<file path="config.mk">
export PLATFORM = sky130hd
export DESIGN_NAME = regfile_dump_tx_flat
export DESIGN_NICKNAME = d
export VERILOG_FILES = /design/src/rtl/regfile_dump_tx_pkg.sv /design/src/rtl/regfile_dump_tx_if.sv /design/src/rtl/regfile_dump_tx_baud_tick.sv /design/src/rtl/regfile_dump_tx.sv /design/src/flat_wrapper.sv
export SDC_FILE = /design/constraint.sdc
export NUM_CORES = 1
export LEC_CHECK = 0
export CAP_MARGIN = 20
export CORE_ASPECT_RATIO = 0.7
export CORE_UTILIZATION = 50
export CTS_CLUSTER_SIZE = 8
export DETAILED_ROUTE_END_ITERATION = 8
export GPL_TIMING_DRIVEN = 0
export PLACE_DENSITY = 0.78
export SYNTH_ARGS = -nofsm -noshare
export SYNTH_HDL_FRONTEND = slang
export SYNTH_SLANG_ARGS = --single-unit
</file>
<file path="constraint.sdc">
create_clock -name clk -period 1.6 [get_ports clk]
set_input_delay 0.48 -clock clk [delete_from_list [all_inputs] [get_ports clk]]
set_output_delay 0.48 -clock clk [all_outputs]
set_load 0.02 [all_outputs]
</file>
<file path="src/rtl/regfile_dump_tx_pkg.sv">
// Shared definitions for the register-file dump transmitter.
//   state_t    : FSM state encoding, also exported on the debug state port
//   START_BIT  : serial line level during the start bit
//   STOP_BIT   : serial line level during the stop bit
//   IDLE_LINE  : serial line level when nothing is being sent
package regfile_dump_tx_pkg;

    typedef enum logic [2:0] {
        S_IDLE  = 3'd0,
        S_FETCH = 3'd1,
        S_START = 3'd2,
        S_DATA  = 3'd3,
        S_STOP  = 3'd4
    } state_t;

    localparam logic START_BIT = 1'b0;
    localparam logic STOP_BIT  = 1'b1;
    localparam logic IDLE_LINE = 1'b1;

endpackage

</file>
<file path="src/rtl/regfile_dump_tx_if.sv">
// Signal bundle between the dump transmitter, the test controller and the
// register-file read port.
//   start : dump request pulse (controller -> dumper)
//   abort : stop the dump immediately (controller -> dumper)
//   busy  : dump in progress (dumper -> controller)
//   done  : one-cycle pulse after the last stop bit (dumper -> controller)
//   ra    : register-file read address (dumper -> register file)
//   rd    : combinational register-file read data (register file -> dumper)
//   tx    : 8N1 serial line, idle high
//
// Handshake: a request is start=1 for one cycle; it is taken only while busy=0
// (busy acts as "not ready"), so a start seen while busy=1 is simply lost.
// abort takes priority over start in the same cycle. busy drops in the same
// cycle done pulses, and the controller may issue the next start from then on.
interface regfile_dump_tx_if #(
    parameter int DATA_W = 8,
    parameter int ADDR_W = 4
);
    logic              start;
    logic              abort;
    logic              busy;
    logic              done;
    logic [ADDR_W-1:0] ra;
    logic [DATA_W-1:0] rd;
    logic              tx;

    modport master (
        input  start, abort, rd,
        output busy, done, ra, tx
    );

    modport slave (
        output start, abort, rd,
        input  busy, done, ra, tx
    );
endinterface

</file>
<file path="src/rtl/regfile_dump_tx_baud_tick.sv">
// Bit-period timer for the dump transmitter.
//   clk   : system clock
//   reset : synchronous, active-high reset
//   clear : hold the counter at zero so the next bit starts a full period
//   tick  : high on the last cycle of each bit period
// The counter runs 0..CLKS_PER_BIT-1 and reloads on its own at each tick, so
// back-to-back bits never accumulate drift.
module regfile_dump_tx_baud_tick #(
    parameter int CLKS_PER_BIT = 16
) (
    input  logic clk,
    input  logic reset,
    input  logic clear,
    output logic tick
);
    localparam int CW = (CLKS_PER_BIT > 1) ? $clog2(CLKS_PER_BIT) : 1;
    localparam logic [CW-1:0] LAST_CNT = CW'(CLKS_PER_BIT - 1);

    logic [CW-1:0] cnt;

    always_ff @(posedge clk) begin
        if (reset || clear) begin
            cnt <= '0;
        end else if (cnt == LAST_CNT) begin
            cnt <= '0;
        end else begin
            cnt <= cnt + 1'b1;
        end
    end

    assign tick = (cnt == LAST_CNT);
endmodule

</file>
<file path="src/rtl/regfile_dump_tx.sv">
// Register-file dump transmitter.
// On start, walks read addresses FIRST_REG..LAST_REG through a spare read port
// and sends each register as one 8N1 frame (start 0, DATA_W bits LSB first,
// stop 1), frames back to back with a single FETCH cycle in between.
//   clk       : system clock, rising edge
//   reset     : synchronous, active-high reset
//   bus       : controller handshake, register-file read port and serial line
//   dbg_state : current FSM state
module regfile_dump_tx
    import regfile_dump_tx_pkg::*;
#(
    parameter int CLKS_PER_BIT = 16,
    parameter int FIRST_REG    = 0,
    parameter int LAST_REG     = 15,
    parameter int DATA_W       = 8,
    parameter int ADDR_W       = 4
) (
    input  logic               clk,
    input  logic               reset,
    regfile_dump_tx_if.master  bus,
    output state_t             dbg_state
);
    localparam int BIT_W = (DATA_W > 1) ? $clog2(DATA_W) : 1;
    localparam logic [BIT_W-1:0]  LAST_BIT = BIT_W'(DATA_W - 1);
    localparam logic [ADDR_W-1:0] FIRST_A  = ADDR_W'(FIRST_REG);
    localparam logic [ADDR_W-1:0] LAST_A   = ADDR_W'(LAST_REG);

    state_t            state, state_n;
    logic [DATA_W-1:0] shift, shift_n;
    logic [BIT_W-1:0]  bit_cnt, bit_cnt_n;
    logic [ADDR_W-1:0] ra, ra_n;
    logic              done_r, done_n;
    logic              tx_c, busy_c;
    logic              baud_clear, tick;

    regfile_dump_tx_baud_tick #(
        .CLKS_PER_BIT(CLKS_PER_BIT)
    ) u_baud (
        .clk  (clk),
        .reset(reset),
        .clear(baud_clear),
        .tick (tick)
    );

    always_ff @(posedge clk) begin
        if (reset) begin
            state   <= S_IDLE;
            shift   <= '0;
            bit_cnt <= '0;
            ra      <= FIRST_A;
            done_r  <= 1'b0;
        end else begin
            state   <= state_n;
            shift   <= shift_n;
            bit_cnt <= bit_cnt_n;
            ra      <= ra_n;
            done_r  <= done_n;
        end
    end

    // tx and busy are decoded from registered state, so reset or abort
    // returns the line high in the very next cycle.
    always_comb begin
        state_n    = state;
        shift_n    = shift;
        bit_cnt_n  = bit_cnt;
        ra_n       = ra;
        done_n     = 1'b0;
        tx_c       = IDLE_LINE;
        busy_c     = 1'b1;
        baud_clear = 1'b0;

        case (state)
            S_IDLE: begin
                busy_c     = 1'b0;
                baud_clear = 1'b1;
                if (bus.start && !bus.abort) begin
                    ra_n    = FIRST_A;
                    state_n = S_FETCH;
                end
            end
            S_FETCH: begin
                // ra has been stable for a full cycle, so rd is settled here.
                baud_clear = 1'b1;
                shift_n    = bus.rd;
                bit_cnt_n  = '0;
                state_n    = S_START;
            end
            S_START: begin
                tx_c = START_BIT;
                if (tick) begin
                    state_n = S_DATA;
                end
            end
            S_DATA: begin
                tx_c = shift[0];
                if (tick) begin
                    shift_n = shift >> 1;
                    if (bit_cnt == LAST_BIT) begin
                        bit_cnt_n = '0;
                        state_n   = S_STOP;
                    end else begin
                        bit_cnt_n = bit_cnt + 1'b1;
                    end
                end
            end
            S_STOP: begin
                tx_c = STOP_BIT;
                if (tick) begin
                    if (ra == LAST_A) begin
                        state_n = S_IDLE;
                        done_n  = 1'b1;
                    end else begin
                        ra_n    = ra + 1'b1;
                        state_n = S_FETCH;
                    end
                end
            end
            default: begin
                state_n = S_IDLE;
            end
        endcase

        // Abort truncates whatever frame is in flight and never reports done.
        if (bus.abort && state != S_IDLE) begin
            state_n   = S_IDLE;
            bit_cnt_n = '0;
            done_n    = 1'b0;
        end
    end

    assign bus.ra    = ra;
    assign bus.tx    = tx_c;
    assign bus.busy  = busy_c;
    assign bus.done  = done_r;
    assign dbg_state = state;
endmodule
</file>
<file path="src/flat_wrapper.sv">
// flat-port wrapper written by rule: the top's interface ports become plain ports
module regfile_dump_tx_flat import regfile_dump_tx_pkg::*;
#(
    parameter int CLKS_PER_BIT = 16,
    parameter int FIRST_REG    = 0,
    parameter int LAST_REG     = 15,
    parameter int DATA_W       = 8,
    parameter int ADDR_W       = 4
)
  (clk, reset, dbg_state, bus_start, bus_abort, bus_rd, bus_busy, bus_done, bus_ra, bus_tx);
  regfile_dump_tx_if #(.DATA_W(DATA_W), .ADDR_W(ADDR_W)) bus_i ();
  input  logic clk;
  input  logic reset;
  output state_t dbg_state;
  input wire logic [$bits(bus_i.start)-1:0] bus_start;
  input wire logic [$bits(bus_i.abort)-1:0] bus_abort;
  input wire logic [$bits(bus_i.rd)-1:0] bus_rd;
  output wire logic [$bits(bus_i.busy)-1:0] bus_busy;
  output wire logic [$bits(bus_i.done)-1:0] bus_done;
  output wire logic [$bits(bus_i.ra)-1:0] bus_ra;
  output wire logic [$bits(bus_i.tx)-1:0] bus_tx;
  assign bus_i.start = bus_start;
  assign bus_i.abort = bus_abort;
  assign bus_i.rd = bus_rd;
  assign bus_busy = bus_i.busy;
  assign bus_done = bus_i.done;
  assign bus_ra = bus_i.ra;
  assign bus_tx = bus_i.tx;
  regfile_dump_tx #(.CLKS_PER_BIT(CLKS_PER_BIT), .FIRST_REG(FIRST_REG), .LAST_REG(LAST_REG), .DATA_W(DATA_W), .ADDR_W(ADDR_W)) u_core (.clk(clk), .reset(reset), .bus(bus_i), .dbg_state(dbg_state));
endmodule
</file>
# Word level (Yosys, flattened, before mapping)
# Cells that the tools add are included.
# totals
input_bits	12
word_cells	59
reg_bits	23
output_inout_bits	10
# op_classes
n_bitwise	2
muxes	20
add_sub_neg	3
n_reduce_logical	15
n_eq_ne	13
# op_table
operator	n
two-way mux 3 bit	7
case mux 8 bit (2 select lines)	1
case mux 3 bit (5 select lines)	1
two-way mux 4 bit	3
!= test 2 x 1 -> 1 bit (second input constant)	5
adder 4 x 1 -> 4 bit (second input constant)	2
equality test 4 bit (second input constant)	2
two-way mux 8 bit	1
case mux 4 bit (2 select lines)	1
equality test 3 x 2 -> 1 bit (second input constant)	2
equality test 3 bit (second input constant)	2
case mux 3 bit (2 select lines)	1
OR reduction 2 bit	3
AND reduction 5 bit	1
two-way mux 1 bit	4
AND reduction 4 bit	1
nonzero test 2 bit	2
OR reduction 4 bit	1
adder 3 x 1 -> 3 bit (second input constant)	1
equality test 3 x 1 -> 1 bit (second input constant)	1
zero test 3 bit	1
nonzero test 3 bit	1
logical AND 1 bit	2
!= test 2 bit (second input constant)	1
5 further kinds	6

# Longest topological paths before layout
# Gate-level depths: netlist of run 1.
# depth
ltp_word	5
mapped_depth	6
depth_no_buf	6

# Cells and area by module
# A second synthesis of run 1 with hierarchy kept.
# unflattened
hier_cells	149
area_unflattened_um2	1256.2
# by_module_without_submodules
mod	instances	area_per_inst_um2	cells_per_inst	seq_area_each_um2
regfile_dump_tx	1	1098.6	133	380.4
regfile_dump_tx_baud_tick	1	157.7	16	80.1

# Worst setup path before layout of run 1
# No wires, ideal clock.
# synth_path
path_kind	register to register
from	reg u_core.state[0] (netlist: u_core.dbg_state[0])
to	reg u_core.bit_cnt[0]
path_buffers	2
stages_incl_launch_ff	7
synth_period_minus_slack_ns	1.577
setup_ns	0.116
setup_slack_ns	0.023
arrival_ns	1.460
required_time_ns	1.484
cell_sequence	dfxtp_1 > buf_2 > nor2b_1 > a21boi_1 > buf_2 > mux2i_1 > nor2_1
# synth_via
elab_chain_len	3
elab_cells_between_ends	9
cone_classes	eq/ne: 3; mux: 1; reduce/logical: 5
# synth_rtl
element	line_no	text
start, declared	regfile_dump_tx.sv:28	state_t state, state_n;
start signal, assigned	regfile_dump_tx.sv:53	state <= state_n;
equality test 3 x 2 -> 1 bit, or another cell as far along	regfile_dump_tx.sv:73	case (state)
!= test 2 x 1 -> 1 bit (no source line), or another cell as far along	--	
AND reduction 2 bit (no source line) / OR reduction 2 bit (equally long branches)	--	
end signal, assigned	regfile_dump_tx.sv:55	bit_cnt <= bit_cnt_n;
end, declared	regfile_dump_tx.sv:30	logic [BIT_W-1:0] bit_cnt, bit_cnt_n;
# Several ways; a longest one is shown, not always the timed one.
# A chain may end at the register's enable or synchronous reset.

# Final worst setup path of run 1
# layout_path
from	reg u_core.state[1] (netlist: u_core.dbg_state[1])
to	out bus_busy
# layout_via
elab_chain_len	2
# layout_rtl
element	line_no	text
zero test 3 bit	regfile_dump_tx.sv:73	
two-way mux 1 bit	regfile_dump_tx.sv:73	
end, declared	flat_wrapper.sv:18	output wire logic [$bits(bus_i.busy)-1:0] bus_busy;
# Every way passes these cells.

==> flow_metrics.env, run 1 <==
export IMPL_drcViolationCount=0
export IMPL_dpl_hpwl_mm=1.95
export IMPL_grt_max_degree=14
export IMPL_synth_compound_area_share=0.202
export IMPL_required_ns=1.12
export IMPL_min_period_ns=1.68
export IMPL_ys_flop_type="dfxtp_1"
export IMPL_initial_core_util=0.565
export IMPL_cts_buffer_depth=2
export IMPL_cts_tree="done"
export IMPL_drt_iter0_drc=36
export IMPL_synth_simple_area_share=0.279
export IMPL_min_to="u_core.u_baud.cnt[0]"
export IMPL_cts_root_buffer="clkbuf_4"
export IMPL_netlist_area_um2=1120
export IMPL_syn_instance_count=134
export IMPL_grtUsageTotal=0.248
export IMPL_max_slew_margin_rel=0.630
export IMPL_ir_worst_vdd_uv=541
export IMPL_placed_area_um2=1370
export IMPL_vias=1131
export IMPL_port_buffers=21
export IMPL_hp_start="u_core.u_baud.cnt[0]"
export IMPL_finalSetupViolCount=2
export IMPL_gp_congestion=0.782
export IMPL_synthTopCellsByCount="dfxtp_1, nand2_1, nor2_1, a21oi_1, nand3_1"
export IMPL_h_tree_depth=1
export IMPL_rows=13
export IMPL_finalPower_w=0.00126
export IMPL_status="finished, violations left"
export IMPL_clock_fmax_mhz=594
export IMPL_dieHeight_um=41.6
export IMPL_critPathCaptureType="output port"
export IMPL_r2r_setup_slack_ns=0
export IMPL_path_max_fanout=4
export IMPL_synth_net_count=150
export IMPL_postRouteAntennaNets=0
export IMPL_synth_xor_area_share=0.0234
export IMPL_clock_sinks=23
export IMPL_ys_seq_elements=23
export IMPL_fin_ws_ns=-0.0837
export IMPL_avgSynthCellArea_um2=8.37
export IMPL_clk_pin_slew_ns=0.13
export IMPL_drv_cap=0
export IMPL_die_w_um=58.6
export IMPL_power_density_nw_per_um2=809
export IMPL_totalWireLength_mm=2.91
export IMPL_worstHoldPathCells=1
export IMPL_drive_gt1_frac=0.262
export IMPL_finClkSkew_ns=0.00493
export IMPL_reg2reg_depth=7
export IMPL_synth_most_common_cell="dfxtp_1"
export IMPL_num_io_pins=22
export IMPL_post_drt_wl_per_cell_um=14.7
export IMPL_diodes=0
export IMPL_violations="setup timing"
export IMPL_critPathArrivalTime_ns=1.20
export IMPL_area_growth_pct=38.5
export IMPL_r2r_end="u_core.bus.ra[1]"
export IMPL_rr_startpoint="u_core.dbg_state[1]"
export IMPL_min_path_type="register to register"
export IMPL_holdBufCountCts=0
export IMPL_vias_per_cell=5.71
export IMPL_cts_buffers=3
export IMPL_rsz0062_at_grt="yes"
export IMPL_core_um2=1980
export IMPL_dieArea_um2=2440
export IMPL_hold_viol_final=0
export IMPL_slew_viol_final=0
export IMPL_worst_setup_path_type="register to output port"
export IMPL_async_flop_share=0
export IMPL_synthMuxAreaShare=0.00893
export IMPL_stdcell_area_um2=1550
export IMPL_yosys_area_top_type="dfxtp_1"
export IMPL_synth_edf_count=0
export IMPL_synth_top_family_by_area="simple AND/OR/NAND/NOR gates"
export IMPL_period_share=1.05
export IMPL_synthAdderAreaFrac=0.0446
export IMPL_synthTopCellsByArea="dfxtp_1, nand2_1, a311oi_1, nor2_1, a21oi_1"
export IMPL_overflow=0
export IMPL_yosys_warnings=0
export IMPL_synth_top_area_share=0.411
export IMPL_nNetsFinal=185
export IMPL_insertion_delay_ns=0.32
export IMPL_grt_pass1_vias=983
export IMPL_ys_seq_area_frac=0.411
export IMPL_antenna_found_initial=0
export IMPL_leakage_nw=0.623
export IMPL_firstDrtPassIters=4
export IMPL_grt_pass1_wl_mm=4.50
export IMPL_cp_start_kind="register"
export IMPL_tightestPinTransition_ns=0.556
export IMPL_synth_distinct_cells=33
[worst max-delay path: stages, from the launching register on]
cell,delay (ns)
dfxtp_4,0.38
buf_8,0.12
nor3_4,0.18
inv_2,0.07
buf_6,0.13
[flip-flops by register name, summed over array words and instances, names as in the netlist]
name               count
u_core.bus.ra          4
u_core.dbg_state       3
u_core.shift           8
u_core.bus.done        1
u_core.u_baud.cnt      4
u_core.bit_cnt         3
[power by group]
group          internal [W]  switching [W]  total, W
sequential         0.000607      0.0000244  0.000631
combinational      0.000173       0.000172  0.000345
clock             0.0000939       0.000185  0.000279
[timing repair]
| item | CTS | global route |
|---|---|---|
| gates resized for setup | 38 | 27 |
| buffers inserted | 3 | 6 |
| gates cloned | 0 | 0 |
| endpoints found under the setup margin | 25 | 23 |
| pin swaps | 0 | 7 |
[worst max-delay path by stage]
| stage | startpoint | to | slack [ns] | cells after the start |
|---|---|---|---|---|
| 2_1_floorplan | u_core.dbg_state[0] | u_core.bit_cnt[0] | 0.02 | 6 |
| 3_3_place_gp | u_core.dbg_state[1] | bus_busy | -0.50 | 4 |
| 3_5_place_dp | u_core.dbg_state[1] | bus_busy | -0.52 | 4 |
| 4_1_cts | u_core.dbg_state[0] | bus_busy | -0.15 | 4 |
| 5_1_grt | u_core.dbg_state[1] | bus_busy | -0.12 | 4 |
| 6_report | u_core.dbg_state[1] | bus_busy | -0.08 | 4 |
[kinds of logic (layout without fill, tap and decap cells)]
kind of cell | Yosys count | in the layout
muxes | 1 | 1
adders and majority gates | 4 | 4
xor gates and xnor gates | 3 | 3
AOI/OAI and AO/OA | 31 | 31
and+or+nand+nor | 64 | 64
DFF | 23 | 23
buffers and inverters | 8 | 42
[layout make-up]
class / count / area [um2]
repair buffers: 30 / 251
flip-flops and latches: 23 / 469
multi-input cells: 103 / 707
inverters: 2 / 7.51
fillers: 148 / 432
clock buffers: 3 / 22.5
clock inverters: 1 / 5.00
plain buffers: 6 / 52.6
well taps: 30 / 37.5
[layer usage]
metal | routed length, um | share of wire | vias to the layer above | track usage
li1 | - | - | 546 | -
met1 | 1370 | 0.47 | 546 | 0.347
met2 | 1330 | 0.46 | 33 | 0.359
met3 | 168 | 0.058 | 6 | 0.0717
met4 | 34 | 0.012 | 0 | 0.0952
met5 | 0 | 0 | - | 0
[layout by cell type, fill, tap and decap left out, drive strengths merged, types with 2 or more instances in the layout]
cell and n:
ha 4, buf 15, and3 3, nor2 15
and2 2, a211oi 2, inv 2, dlygate4sd2 3
a311oi 7, nor3 2, xnor2 2, o21ai 3
a21oi 11, nand2b 4, nand2 21, clkbuf 10
nand3b 3, nor2b 2, clkdlybuf4s50 11, dfxtp 23
nand3 8
[through the flow]
step	instances	hold WS (ns)	worst slack, ns	setup TNS [ns]	utilization
floorplan	134	0.418	0.0233	0	-
global placement	185	0.427	-0.498	-2.65	0.690
detailed placement	185	0.453	-0.523	-3.55	0.690
CTS	192	0.475	-0.155	-0.382	0.740
global route	198	0.481	-0.124	-0.229	0.782
finish	198	0.466	-0.0837	-0.121	0.782
Note: power is estimated with default switching activity, not from simulation.
==> inputs of run 2 (changes only) <==
- PLACE_DENSITY: 0.78 -> default
- PLACE_DENSITY_LB_ADDON: default -> 0.15
- REMOVE_ABC_BUFFERS: default -> 1
==> flow_metrics.env, run 2 (synthesis results as in run 1) <==
export IMPL_slew_viol_final=0
export IMPL_required_ns=1.12
export IMPL_rows=13
export IMPL_finalPower_w=0.00121
export IMPL_dieArea_um2=2440
export IMPL_grt_pass1_vias=943
export IMPL_cts_root_buffer="clkbuf_4"
export IMPL_grt_max_degree=17
export IMPL_vias_per_cell=5.62
export IMPL_h_tree_depth=1
export IMPL_totalWireLength_mm=2.68
export IMPL_drt_iter0_drc=50
export IMPL_drive_gt1_frac=0.231
export IMPL_hold_viol_final=0
export IMPL_period_share=1.02
export IMPL_area_growth_pct=32.8
export IMPL_die_w_um=58.6
export IMPL_dieHeight_um=41.6
export IMPL_path_max_fanout=4
export IMPL_status="finished, violations left"
export IMPL_initial_core_util=0.565
export IMPL_top_regs="u_core.shift (8), u_core.bus.ra (4), u_core.u_baud.cnt (4)"
export IMPL_fillers=151
export IMPL_grtUsageTotal=0.226
export IMPL_leakage_nw=0.601
export IMPL_finalSetupViolCount=3
export IMPL_cts_tree="done"
export IMPL_clock_sinks=23
export IMPL_insertion_delay_ns=0.32
export IMPL_overflow=0
export IMPL_port_buffers=21
export IMPL_finClkSkew_ns=0.00430
export IMPL_drv_cap=0
export IMPL_ir_worst_vdd_uv=470
export IMPL_critPathCaptureType="output port"
export IMPL_critPathArrivalTime_ns=1.15
export IMPL_post_drt_wl_per_cell_um=14.1
export IMPL_dpl_hpwl_mm=1.73
export IMPL_largest_register="u_core.shift"
export IMPL_vias=1067
export IMPL_gp_congestion=0.841
export IMPL_largest_register_ffs=8
export IMPL_firstDrtPassIters=4
export IMPL_rsz0062_at_grt="yes"
export IMPL_dp_slack_ns=-0.369
export IMPL_tightestPinTransition_ns=0.635
export IMPL_drcViolationCount=0
export IMPL_clk_pin_slew_ns=0.13
export IMPL_clock_fmax_mhz=613
export IMPL_cts_buffers=3
export IMPL_finalSetupTns_ns=-0.0393
export IMPL_layout_common_cells="nand2_1, dfxtp_1, nor2_1"
export IMPL_cts_buffer_depth=2
export IMPL_diodes=0
export IMPL_fin_ws_ns=-0.0304
export IMPL_max_slew_margin_rel=0.576
export IMPL_min_period_ns=1.63
export IMPL_multiInputGateArea_um2=686
export IMPL_grt_pass1_wl_mm=4.15
export IMPL_register_area_um2=474
export IMPL_layout_commonest_cell="nand2_1"
export IMPL_violations="setup timing"
export IMPL_cp_start_kind="register"
export IMPL_min_path_type="register to register"
export IMPL_antenna_found_initial=0
export IMPL_nNetsFinal=177
export IMPL_holdBufCountCts=0
export IMPL_num_io_pins=22
export IMPL_power_density_nw_per_um2=814
export IMPL_postRouteAntennaNets=0
export IMPL_worst_setup_path_type="register to output port"
export IMPL_core_um2=1980
[run 2: final timing paths]
kind / from / endpoint / slack [ns] / depth (start not counted)
worst min register to register: u_core.u_baud.cnt[0] / u_core.u_baud.cnt[0] / 0.44 / 1
worst max register to register: u_core.dbg_state[1] / u_core.bus.ra[3] / 0 / 5
worst min-delay path: u_core.u_baud.cnt[0] / u_core.u_baud.cnt[0] / 0.44 / 1
worst max-delay path: u_core.dbg_state[1] / bus_busy / -0.03 / 3
[run 2: per-layer routing]
metal	GRT usage	routed length, um	up-vias
li1	-	-	531
met1	0.296	1250	487
met2	0.352	1190	45
met3	0.0654	201	4
met4	0.0857	27	0
met5	0	0	-
[run 2: area by class of cell]
cell class,count,area share
tap,30,0.0252
clock inverter,1,0.00336
clock buffer,3,0.0151
multi-input combinational,103,0.461
sequential,23,0.318
timing repair buffer,28,0.172
inverter,2,0.00504
[run 2: what timing repair did]
| item | in CTS | in global routing |
|---|---|---|
| buffers inserted | 5 | 1 |
| hold endpoints to repair | 0 | 0 |
| pin swaps | 2 | 5 |
| resized for setup | 36 | 21 |
| setup endpoints to repair | 21 | 24 |
[run 2: critical path, stage by stage (launching register included)]
cell and delay, ns:
dfxtp_4 0.39, nor3_4 0.20, inv_2 0.10, buf_6 0.14
[run 2: power breakdown]
group | internal [W] | switching (W)
Combinational | 0.000147 | 0.000143
Sequential | 0.000608 | 0.0000334
Clock | 0.0000938 | 0.000186
[run 2: metrics by stage]
stage | utilization | std cells | hold WS, ns | instance area, um2
final | 0.750 | 190 | 0.437 | 1490
after global routing | 0.750 | 190 | 0.456 | 1490
after CTS | 0.726 | 189 | 0.461 | 1440
after detailed placement | 0.682 | 180 | 0.439 | 1350
after global placement | 0.676 | 179 | 0.433 | 1340
after floorplan | - | 128 | 0.418 | 1090
==> variant: new RTL, settings of run 1 <==
`shift` no longer has a reset.
--- a/src/rtl/regfile_dump_tx.sv
+++ b/src/rtl/regfile_dump_tx.sv
@@ -45,17 +45,19 @@
     always_ff @(posedge clk) begin
         if (reset) begin
             state   <= S_IDLE;
-            shift   <= '0;
             bit_cnt <= '0;
             ra      <= FIRST_A;
             done_r  <= 1'b0;
         end else begin
             state   <= state_n;
-            shift   <= shift_n;
             bit_cnt <= bit_cnt_n;
             ra      <= ra_n;
             done_r  <= done_n;
         end
+    end
+
+    always_ff @(posedge clk) begin
+        shift <= shift_n;
     end
 
     // tx and busy are decoded from registered state, so reset or abort
Function: no difference found for any inputs over 10 cycles, from zero or initial values and one cycle with reset high; that may be too few to reach the edited logic, so the function may still have changed.
==> variant against run 1 <==
- power down 9.5%
- routed wire length down 22%
- worst setup slack better by 0.092 ns
- worst hold slack better by 0.0025 ns
- sequential cell count unchanged
- combinational power down 34%
- area after synthesis down 0.22%
- cell area down 4.4%
- critical path type unchanged
- largest cell class unchanged
- largest power group unchanged
==> variant: results (changes against run 1) <==
- Mapped Nets: 123 (-18%)
- CP Data Arrival Time: 1.11 ns (-0.09 ns)
- First-pass GRT wire length: 3630 um (-19%)
- Drt first-iter violations: 23 (-36%)
- Clk_lat worst skew: 0.31 ns
- Filler Cell Count: 159 (+7.4%)
- Top post-synthesis cells by area: dfxtp_1, edfxtp_1, mux2_2
- H-tree depth: 1 (unchanged)
- Mean Syn Cell Area: 10.5 um2 (+25%)
- Post-route setup slack: 0.00875 ns (+0.0924 ns)
- Layout cell share with drive strength beyond 1: 25.2% (-1.0 points)
- Status: completed
- Synth Area in XOR/XNOR: 1.57% (-0.78 points)
- Via count: 890 (-21%)
- HP Class: flip-flop to flip-flop
- Sequential fraction of the synthesis area: 48.3% (+7.3 points)
- Reg2reg end: u_core.shift[0]$_DFFE_PP_
- WL final: 2280 um (-22%)
- Unique masters post-synth: 40 (+21%)
- Synth Area in Adders: 4.47% (+0.010 points)
- Slowest CP cell: dfxtp_4
- Post-synthesis mux area share: 10.6% (+9.7 points)
- Pre-CTS setup slack: -0.224 ns (+0.299 ns)
- CP Launch Type: flip-flop
- Delay-heaviest family, CP: flip-flops
- CTS clock-pin slew for the worst setup and hold paths: 0.12 ns
- Detailed placement HPWL: 1710 um (-13%)
- Final Wtd Congestion: 0.861 (+10%)
- Largest net degree at the start of global routing: 14 (unchanged)
- Synth async-reset ratio: 0% (unchanged)
- # port buffers: 21 (unchanged)
- R2R setup slack: 0.11 ns (+0.11 ns)
- R2R depth: 4 (-3)
- Vias/cell: 5.39 (-5.6%)
- Placed inst area: 1370 um2 (-0.18%)
- Clock Skews: 0.00680 ns (+0.00187 ns)
- Ant diodes: 0 (unchanged)
- Cells after DPL: 158 (-15%)
- GRT Util Overall: 20.1% (-4.7 points)
- Final Net Count: 152 (-18%)
- Synth cell count leaders: dfxtp_1, edfxtp_1, nor2_1
- CP max FO: 5 (+1)
- Worst IR drop on VDD: 0.608 mV (+12%)
- Final hold slack: 0.468 ns (+0.00247 ns)
- Post-synth EDFFs: 8 (+8)
- Regs by FF count: u_core.shift x8, u_core.bus.ra x4, u_core.u_baud.cnt x4
- Vias in the first global route: 823 (-16%)
- RR Startpoint: u_core.dbg_state[0]$_SDFFE_PP0P_
- Compound-Gate Fraction of Synth Area: 7.83% (-12 points)
- Worst slew margin: 72.7% (+9.7 points)
- Hold Startpoint: u_core.u_baud.cnt[0]$_SDFF_PP0_
- Pleak: 0.578 nW (-7.2%)
- Worst setup path endpoint: bus_busy
## variant: cell types whose count changed after synthesis, moves of 3 or more
cell / run 1 / this run
buf_2: 4 / 1
mux2i_1: 1 / 4
edfxtp_1: 0 / 8
a21oi_1: 11 / 4
dfxtp_1: 23 / 15
nand2_1: 21 / 6
mux2_2: 0 / 7
nand4_1: 0 / 4
or2_2: 0 / 3
nor2_1: 15 / 8
a311oi_1: 7 / 0
## variant: final cells by class
cell class                      count  area, um2  area share [%]
Buffer                              4       45.0            3.04
Clock buffer                        4       26.3            1.77
Inverter                            2       7.51           0.506
Multi-Input combinational cell     78        574            38.7
Sequential cell                    23        552            37.2
Tap cell                           30       37.5            2.53
Timing Repair Buffer               24        241            16.3
## variant: cell families (layout without fill, tap and decap cells)
kind of cell | after synthesis | in the layout
muxes | 11 | 11
DFF | 23 | 23
AOI/OAI and AO/OA | 14 | 14
buffers and inverters | 6 | 34
adders and majority gates | 4 | 4
and+or+nand+nor | 47 | 47
xor gates and xnor gates | 2 | 2
## variant: routing by layer
metal / vias up / GRT usage [%] / wire [um]
li1: 447 / - / -
met1: 413 / 26.2 / 1040
met2: 25 / 32.2 / 1100
met3: 5 / 5.61 / 113
met4: 0 / 6.19 / 18
met5: - / 0 / 0
## variant: where the power goes
part | internal, mW | switching, mW
Combinational | 0.121 | 0.108
Clock | 0.0974 | 0.163
Sequential | 0.632 | 0.0148
## variant: stage by stage
| step | setup TNS, ns | power (mW) |
|---|---|---|
| finish | 0 | 1.14 |
| global route | -0.0887 | 1.19 |
| CTS | -0.404 | 1.11 |
| detailed placement | -2.62 | 0.852 |
| global placement | -1.40 | 0.845 |
| floorplan | 0 | 0.775 |
## variant: timing repair
action	in CTS	in global routing
gates resized for setup	15	27
cloned	0	0
pin swaps	0	4
buffers inserted	0	3
endpoints found under the setup margin	21	17
